File: src/rtl/i2s_dac_tx.sv
// rtl/i2s_dac_tx.sv - I2S DAC transmitter with one-pair holding buffer; define I2S_TX_UNDERRUN_CNT_EN for underrun_count
module i2s_dac_tx #(
  parameter int DATA_WIDTH = 32
) (
  input  logic                  clk,
  input  logic                  reset,
  input  logic                  AUD_BCLK,
  input  logic                  AUD_DACLRCK,
  output logic                  AUD_DACDAT,
  input  logic [DATA_WIDTH-1:0] s_left,
  input  logic [DATA_WIDTH-1:0] s_right,
  input  logic                  s_valid,
  output logic                  s_ready,
  output logic                  underrun
`ifdef I2S_TX_UNDERRUN_CNT_EN
  ,
  output logic [15:0]           underrun_count
`endif
);

  localparam int CNT_W = $clog2(DATA_WIDTH + 1);

  typedef enum logic [1:0] {
    ST_IDLE  = 2'd0,
    ST_LEFT  = 2'd1,
    ST_RIGHT = 2'd2
  } state_t;

  logic bclk_s1_q, bclk_s2_q, bclk_d1_q;
  logic lrck_s1_q, lrck_s2_q;
  logic bclk_rise, bclk_fall;

  // Bring the codec clocks into the clk domain; the third BCLK flop provides edge detection
  always_ff @(posedge clk) begin
    if (reset) begin
      bclk_s1_q <= 1'b0;
      bclk_s2_q <= 1'b0;
      bclk_d1_q <= 1'b0;
      lrck_s1_q <= 1'b0;
      lrck_s2_q <= 1'b0;
    end else begin
      bclk_s1_q <= AUD_BCLK;
      bclk_s2_q <= bclk_s1_q;
      bclk_d1_q <= bclk_s2_q;
      lrck_s1_q <= AUD_DACLRCK;
      lrck_s2_q <= lrck_s1_q;
    end
  end

  assign bclk_rise = bclk_s2_q & ~bclk_d1_q;
  assign bclk_fall = ~bclk_s2_q & bclk_d1_q;

  state_t                  state_q, state_d;
  logic                    lr_q, lr_d;
  logic                    start_left_q, start_left_d;
  logic                    start_right_q, start_right_d;
  logic                    buf_full_q, buf_full_d;
  logic [DATA_WIDTH-1:0]   buf_left_q, buf_left_d;
  logic [DATA_WIDTH-1:0]   buf_right_q, buf_right_d;
  logic [DATA_WIDTH-1:0]   right_hold_q, right_hold_d;
  logic [DATA_WIDTH-1:0]   shreg_q, shreg_d;
  logic [CNT_W-1:0]        bit_cnt_q, bit_cnt_d;
  logic                    dacdat_q, dacdat_d;
  logic                    underrun_q, underrun_d;

  logic                    xfer;
  logic                    load_left;
  logic                    load_right;
  logic [DATA_WIDTH-1:0]   load_word;

  assign s_ready    = ~buf_full_q & ~reset;
  assign xfer       = s_valid & s_ready;
  assign load_left  = bclk_fall & start_left_q;
  assign load_right = bclk_fall & start_right_q & (state_q != ST_IDLE);

  // Next-state: LRCK edge arming, channel loads, serial shifting and the holding buffer
  always_comb begin
    state_d       = state_q;
    lr_d          = lr_q;
    start_left_d  = start_left_q;
    start_right_d = start_right_q;
    buf_full_d    = buf_full_q;
    buf_left_d    = buf_left_q;
    buf_right_d   = buf_right_q;
    right_hold_d  = right_hold_q;
    shreg_d       = shreg_q;
    bit_cnt_d     = bit_cnt_q;
    dacdat_d      = dacdat_q;
    underrun_d    = 1'b0;
    load_word     = '0;

    if (bclk_rise) begin
      lr_d = lrck_s2_q;
      if (lrck_s2_q != lr_q) begin
        start_left_d  = ~lrck_s2_q;
        start_right_d = lrck_s2_q;
      end
    end

    // A pending start is consumed by the next falling edge whether or not it loads
    if (bclk_fall) begin
      start_left_d  = 1'b0;
      start_right_d = 1'b0;
    end

    if (load_left) begin
      state_d = ST_LEFT;
      if (buf_full_q) begin
        load_word    = buf_left_q;
        right_hold_d = buf_right_q;
        buf_full_d   = 1'b0;
      end else begin
        right_hold_d = '0;
        underrun_d   = 1'b1;
      end
    end else if (load_right) begin
      state_d   = ST_RIGHT;
      load_word = right_hold_q;
    end

    // The load edge itself drives the MSB, so the shifter keeps only the remaining bits
    if (load_left || load_right) begin
      dacdat_d  = load_word[DATA_WIDTH-1];
      shreg_d   = {load_word[DATA_WIDTH-2:0], 1'b0};
      bit_cnt_d = CNT_W'(1);
    end else if (bclk_fall && (state_q != ST_IDLE)) begin
      if (bit_cnt_q < CNT_W'(DATA_WIDTH)) begin
        dacdat_d  = shreg_q[DATA_WIDTH-1];
        shreg_d   = {shreg_q[DATA_WIDTH-2:0], 1'b0};
        bit_cnt_d = bit_cnt_q + CNT_W'(1);
      end else begin
        dacdat_d = 1'b0;
      end
    end

    // s_ready is only high while empty, so an accept never overwrites an unsent pair
    if (xfer) begin
      buf_left_d  = s_left;
      buf_right_d = s_right;
      buf_full_d  = 1'b1;
    end
  end

  // Channel FSM and all registered outputs
  always_ff @(posedge clk) begin
    if (reset) begin
      state_q       <= ST_IDLE;
      lr_q          <= 1'b0;
      start_left_q  <= 1'b0;
      start_right_q <= 1'b0;
      buf_full_q    <= 1'b0;
      buf_left_q    <= '0;
      buf_right_q   <= '0;
      right_hold_q  <= '0;
      shreg_q       <= '0;
      bit_cnt_q     <= '0;
      dacdat_q      <= 1'b0;
      underrun_q    <= 1'b0;
    end else begin
      state_q       <= state_d;
      lr_q          <= lr_d;
      start_left_q  <= start_left_d;
      start_right_q <= start_right_d;
      buf_full_q    <= buf_full_d;
      buf_left_q    <= buf_left_d;
      buf_right_q   <= buf_right_d;
      right_hold_q  <= right_hold_d;
      shreg_q       <= shreg_d;
      bit_cnt_q     <= bit_cnt_d;
      dacdat_q      <= dacdat_d;
      underrun_q    <= underrun_d;
    end
  end

  assign AUD_DACDAT = dacdat_q;
  assign underrun   = underrun_q;

`ifdef I2S_TX_UNDERRUN_CNT_EN
  logic [15:0] ur_cnt_q, ur_cnt_d;

  // Saturating count of frames that started with an empty buffer
  always_comb begin
    ur_cnt_d = ur_cnt_q;
    if (underrun_d && (ur_cnt_q != 16'hFFFF)) begin
      ur_cnt_d = ur_cnt_q + 16'd1;
    end
  end

  // Underrun counter register
  always_ff @(posedge clk) begin
    if (reset) begin
      ur_cnt_q <= 16'd0;
    end else begin
      ur_cnt_q <= ur_cnt_d;
    end
  end

  assign underrun_count = ur_cnt_q;
`endif

endmodule

File: config.mk
export PLATFORM = sky130hd
export DESIGN_NAME = i2s_dac_tx
export DESIGN_NICKNAME = d
export VERILOG_FILES = /design/src/rtl/i2s_dac_tx.sv
export SDC_FILE = /design/constraint.sdc
export NUM_CORES = 1
export LEC_CHECK = 0
export CAP_MARGIN = 10
export CORE_ASPECT_RATIO = 0.9
export CORE_MARGIN = 2
export CORE_UTILIZATION = 45
export DETAILED_ROUTE_END_ITERATION = 10
export GPL_TIMING_DRIVEN = 0
export PLACE_DENSITY = 0.73
export SLEW_MARGIN = 20
export SYNTH_ARGS = -nofsm -noshare
export SYNTH_HDL_FRONTEND = slang
export SYNTH_SLANG_ARGS = --single-unit
export TNS_END_PERCENT = 30
File: constraint.sdc
create_clock -name clk -period 3.1 [get_ports clk]
set_input_delay 0.465 -clock clk [delete_from_list [all_inputs] [get_ports clk]]
set_output_delay 0.465 -clock clk [all_outputs]
set_load 0.05 [all_outputs]
* Yosys cells after proc, flatten, opt, wreduce, memory -nomap -nowiden
Index checks and enable logic that the tools add are counted.
** Operators by class
- $add $sub $neg :: 1
- Multipliers :: 0
- Div/mod/pow operators :: 0
- Magnitude comparators :: 1
- Equality and inequality tests :: 1
- Shifts and indexed selects :: 0
- Multiplexer cells :: 18
- Bitwise gates (word level) :: 13
- Reduce and logical (&&, ||, !) cells :: 14
** Operators by type and width (count)
- 32-bit 2-to-1 mux :: 7
- 1-bit 2-to-1 mux :: 11
- 2-bit nonzero test :: 5
- 2-bit OR reduction :: 4
- 1-bit AND :: 7
- 6-bit by 1-bit adder with 6-bit output, second input constant :: 1
- 6-bit < comparator, second input constant :: 1
- 1-bit NOT :: 6
- 2-bit AND reduction :: 3
- 1-bit logical AND :: 1
- 1-bit logical OR :: 1
- 1-bit != test :: 1
** Storage, ports and cells
- Bits in registers :: 146
- Bits in latches :: 0
- RAM bits :: 0
- Memory bits (read-only) :: 0
- Input bits :: 69
- Output and inout bits :: 3
- Word-level logic and storage cells :: 67
- Memories :: 0

* Depth between registers and ports, before layout
- Word-level depth :: 7
- Mapped depth :: 8
- Depth with buffers taken out :: 5

* Least setup slack after synthesis
No wires, ideal clock.
- Path kind :: in2reg
- From :: input port reset
- To :: register buf_right_q[10]
- Library setup time :: 74 ps
- Arrival time :: 1995 ps
- Data required time :: 3026 ps
- Path slack :: 1031 ps
- Stages :: 7
- Path buffers :: 3
- Cells stage by stage :: nor2_1 > and2_1 > buf_2 > buf_2 > buf_2 > nand2_1 > o21ai_0
** Between the ends
- Longest elaborated chain between the ends :: 3
** RTL lines
- from (decl) :: line 6 : input logic reset,
- 1-bit NOT :: line 71 : assign s_ready = ~buf_full_q & ~reset;
- 1-bit AND :: line 71
- 1-bit AND :: line 72 : assign xfer = s_valid & s_ready;
- to (signal assigned) :: line 166 : buf_right_q <= buf_right_d;
- to (decl) :: line 59 : logic [DATA_WIDTH-1:0] buf_right_q, buf_right_d;
Parallel ways exist; a longest one is shown, timed or not.
A chain may end at the register's enable or synchronous reset.

* Worst setup path in the final report
- From :: input port reset
- To :: register shreg_q[19]
** RTL lines
- to (signal assigned) :: line 168 : shreg_q <= shreg_d;
- to (decl) :: line 61 : logic [DATA_WIDTH-1:0] shreg_q, shreg_d;
No word-level cell between the ends.

==> results.md <==
- Status: finished clean
- Worst Max-Slew Pin Slew: 0.6398 ns
- # DRC: 0
- Worst Hold Slack: 0.4403 ns
- Drt first pass iters: 6
- Clock network fraction of design power: 0.460
- Max-cap violation count: 0
- Worst relative slew slack: 0.5735
- Worst setup SP type: input port
- Global route overflow: 0
- Ys Warns: 0
- RR Startpoint: buf_full_q
- Die W: 124.2 um
- Core Region: 0.01269 mm2
- Layout Utilization: 0.5760
- Syn Nets: 755
- Site Rows: 39
- Reg clk slew, reported paths: 0.06 ns
- First-pass GRT wire length: 25390 um
- Hold path start: lrck_s1_q
- Top cells by count, synth: dfxtp_1 (146), nand2_1 (100), o21ai_0 (97)
- Hold/Removal Path Class: reg2reg
- CP Class: in2reg
- Chip height: 112.2 um
- Number of global-route vias before repair: 5201
- Reg2Reg Setup Slack: 1.20 ns
- DRT Wirelength: 15230 um
- Unrepaired setup endpoints after global routing: false
- Worst path bufs/invs: 4
- Crit path cell chain: clkdlybuf4s50_1 -> clkbuf_1 -> clkbuf_1 -> clkbuf_1 -> a221oi_1
- Worst EP arrival: 2.68 ns
- Max Fclk: 412.3 MHz
- Drt via density: 5.488
- GR Layer Usage met3: 0.05183
- Largest net degree at the start of global routing: 17
- Tcrit/Tclk final: 0.7825
- Synth area leaders: dfxtp_1 (50%), o21ai_0 (8.3%), nand2b_1 (7.2%)
- Routed len/inst: 16.03 um
- Routability congestion estimate: 0.8179
- Fin nets: 845
- Pint: 3.198 mW
- Synth top area share: 0.4998
- Initial antenna violation count: 0
- PD cells: 565.2 mW/mm2
- Combinational power share: 0.061
- Clk buf depth: 2
- CP endpoint kind: register
- Slowest-stage cell, CP: clkbuf_1
- DP HPWL: 10620 um
- IO Port Bufs: 71
- Net Sw Power: 932.2 uW
- Grt met2 use: 0.3727
- Distinct cells, synth: 37
- Area growth, synth to finish: 24.97%
- Switching Share: 0.2257
- CP top delay family: buffers and inverters
- Setup_tns: 0 ns
- EDFF count, synth: 0
- Reg2Reg Depth: 7
- Resize count post-CTS: 0
- Hold Vio Cnt, Final: 0
- Critical-path maximum fanout: 10
- CTS tree: yes
- Worst endpoint required time: 3.36 ns
- Detail Route Antenna Nets: 0
- Clk_skew: 0.006203 ns
- Final setup violation count: 0
- RR Endpoint: buf_right_q[29]
- Peak supply drop: 0.3935 mV
- CP dominant cell by count: clkbuf_1
- Post-synth top flop: dfxtp_1
- Seq/Total Area, Yosys: 0.4998
- Min-Delay Path Depth: 1
- DIE AREA: 0.01393 mm2
- Top Usage Layer GRT: met2
- Clock Root Buffer: clkbuf_16
- LEAKAGE: 2.441 nW
- TritonCTS Buffers: 17
- Post-Syn Area: 0.005848 mm2
- Max incr delay on CP: 0.56 ns
- Mean Syn Cell Area: 8.537 um2
- Yosys top cell by area: dfxtp_1
- Ant diodes: 0
- Setup Fix Bufs, Post-CTS: 0
- Yosys reg bits: 146
- Fillers: 1153
- Num ports: 72
- Clk_lat worst skew: 0.41 ns
- M1 GR Usage: 0.3101
- Vias: 5214
- Crit path time final: 2.426 ns
- Max-slew violations: 0
- Sink Count: 146
- Post-synth ARST share: 0
- Worst Hold Path EP: lrck_s2_q
- Count leader, synth: dfxtp_1
- Synth Instances: 685
- DR iter-0 viols: 478
- Share of power burned in registers: 0.478
- Share of layout cells above drive strength 1: 0.07379
- Starting Density: 0.4609
- Cts hold-fix bufs: 0
- Global-route usage over all layers: 0.2334
- CTS H-tree depth: 4
-- cell type report --
type                    count  area, um2  area share
multi-input cells         449       2539      0.3474
flip-flops and latches    146       2923      0.3999
repair buffers             71      710.7     0.09724
plain buffers              58      266.5     0.03647
well taps                 164      205.2     0.02808
clock inverters            10      87.58     0.01198
inverters                  32      120.1     0.01644
clock buffers              20      456.7     0.06249
-- routing by layer --
layer | routed length, um | vias up
met1 | 6732 | 2473
met2 | 7334 | 181
li1 | - | 2534
met3 | 844 | 26
met5 | 0 | -
met4 | 317 | 0
-- per-stage QoR --
step	instances	worst slack, ns	instance area, um2	power [mW]
floorplan	685	1.031	5848	2.119
global placement	920	0.3906	6764	2.258
detailed placement	920	0.3074	6764	2.267
CTS	950	0.7202	7308	4.144
global route	950	0.5247	7308	4.253
finish	950	0.6743	7308	4.131
-- power by group through the flow --
stage / sequential [mW] / combinational (mW) / clock (mW)
2_1_floorplan: 2.00 / 0.116 / 0
3_3_place_gp: 2.01 / 0.244 / 0
3_5_place_dp: 2.02 / 0.251 / 0
4_1_cts: 1.98 / 0.253 / 1.91
5_1_grt: 1.98 / 0.278 / 1.99
6_report: 1.98 / 0.253 / 1.90
-- logic make-up (layout without fill, tap and decap cells) --
group           after synthesis  count (layout)  share of synthesized area
compound gates              206             206                     0.2225
simple gates                236             236                     0.2000
buf+inv                      90             191                    0.06611
xor+xnor                      4               4                   0.005992
fa+ha+maj                     1               1                   0.002139
flops                       146             146                     0.4998
mux                           2               2                   0.003423
-- placed cells by master, fill, tap and decap left out, types with 10 or more instances in the layout --
cell type / Yosys / layout
nand2b_1: 67 / 67
inv_1: 32 / 32
nand2_1: 100 / 100
a22oi_1: 31 / 31
a21oi_1: 39 / 39
clkdlybuf4s50_1: 0 / 71
a221oi_2: 10 / 10
clkbuf_16: 0 / 17
o21ai_0: 97 / 97
a221oi_1: 20 / 20
dfxtp_1: 146 / 146
clkbuf_1: 38 / 39
nand3_1: 35 / 35
-- sequential cells by signal, summed over array words and instances, names as in the netlist, 2 cells and up --
signal,flops
right_hold_q,32
buf_right_q,32
bit_cnt_q,6
buf_left_q,32
shreg_q,31
state_q,2
-- worst max path at each step --
stage               startpoint              end  slack (ns)  cells after the start
global placement         reset         underrun        0.39                      5
global route             reset      shreg_q[19]        0.52                      5
detailed placement       reset      shreg_q[19]        0.31                      5
CTS                      reset          s_ready        0.72                      3
floorplan                reset  buf_right_q[10]        1.03                      7
finish                   reset      shreg_q[19]        0.67                      5
(Power assumes the default switching activity.)
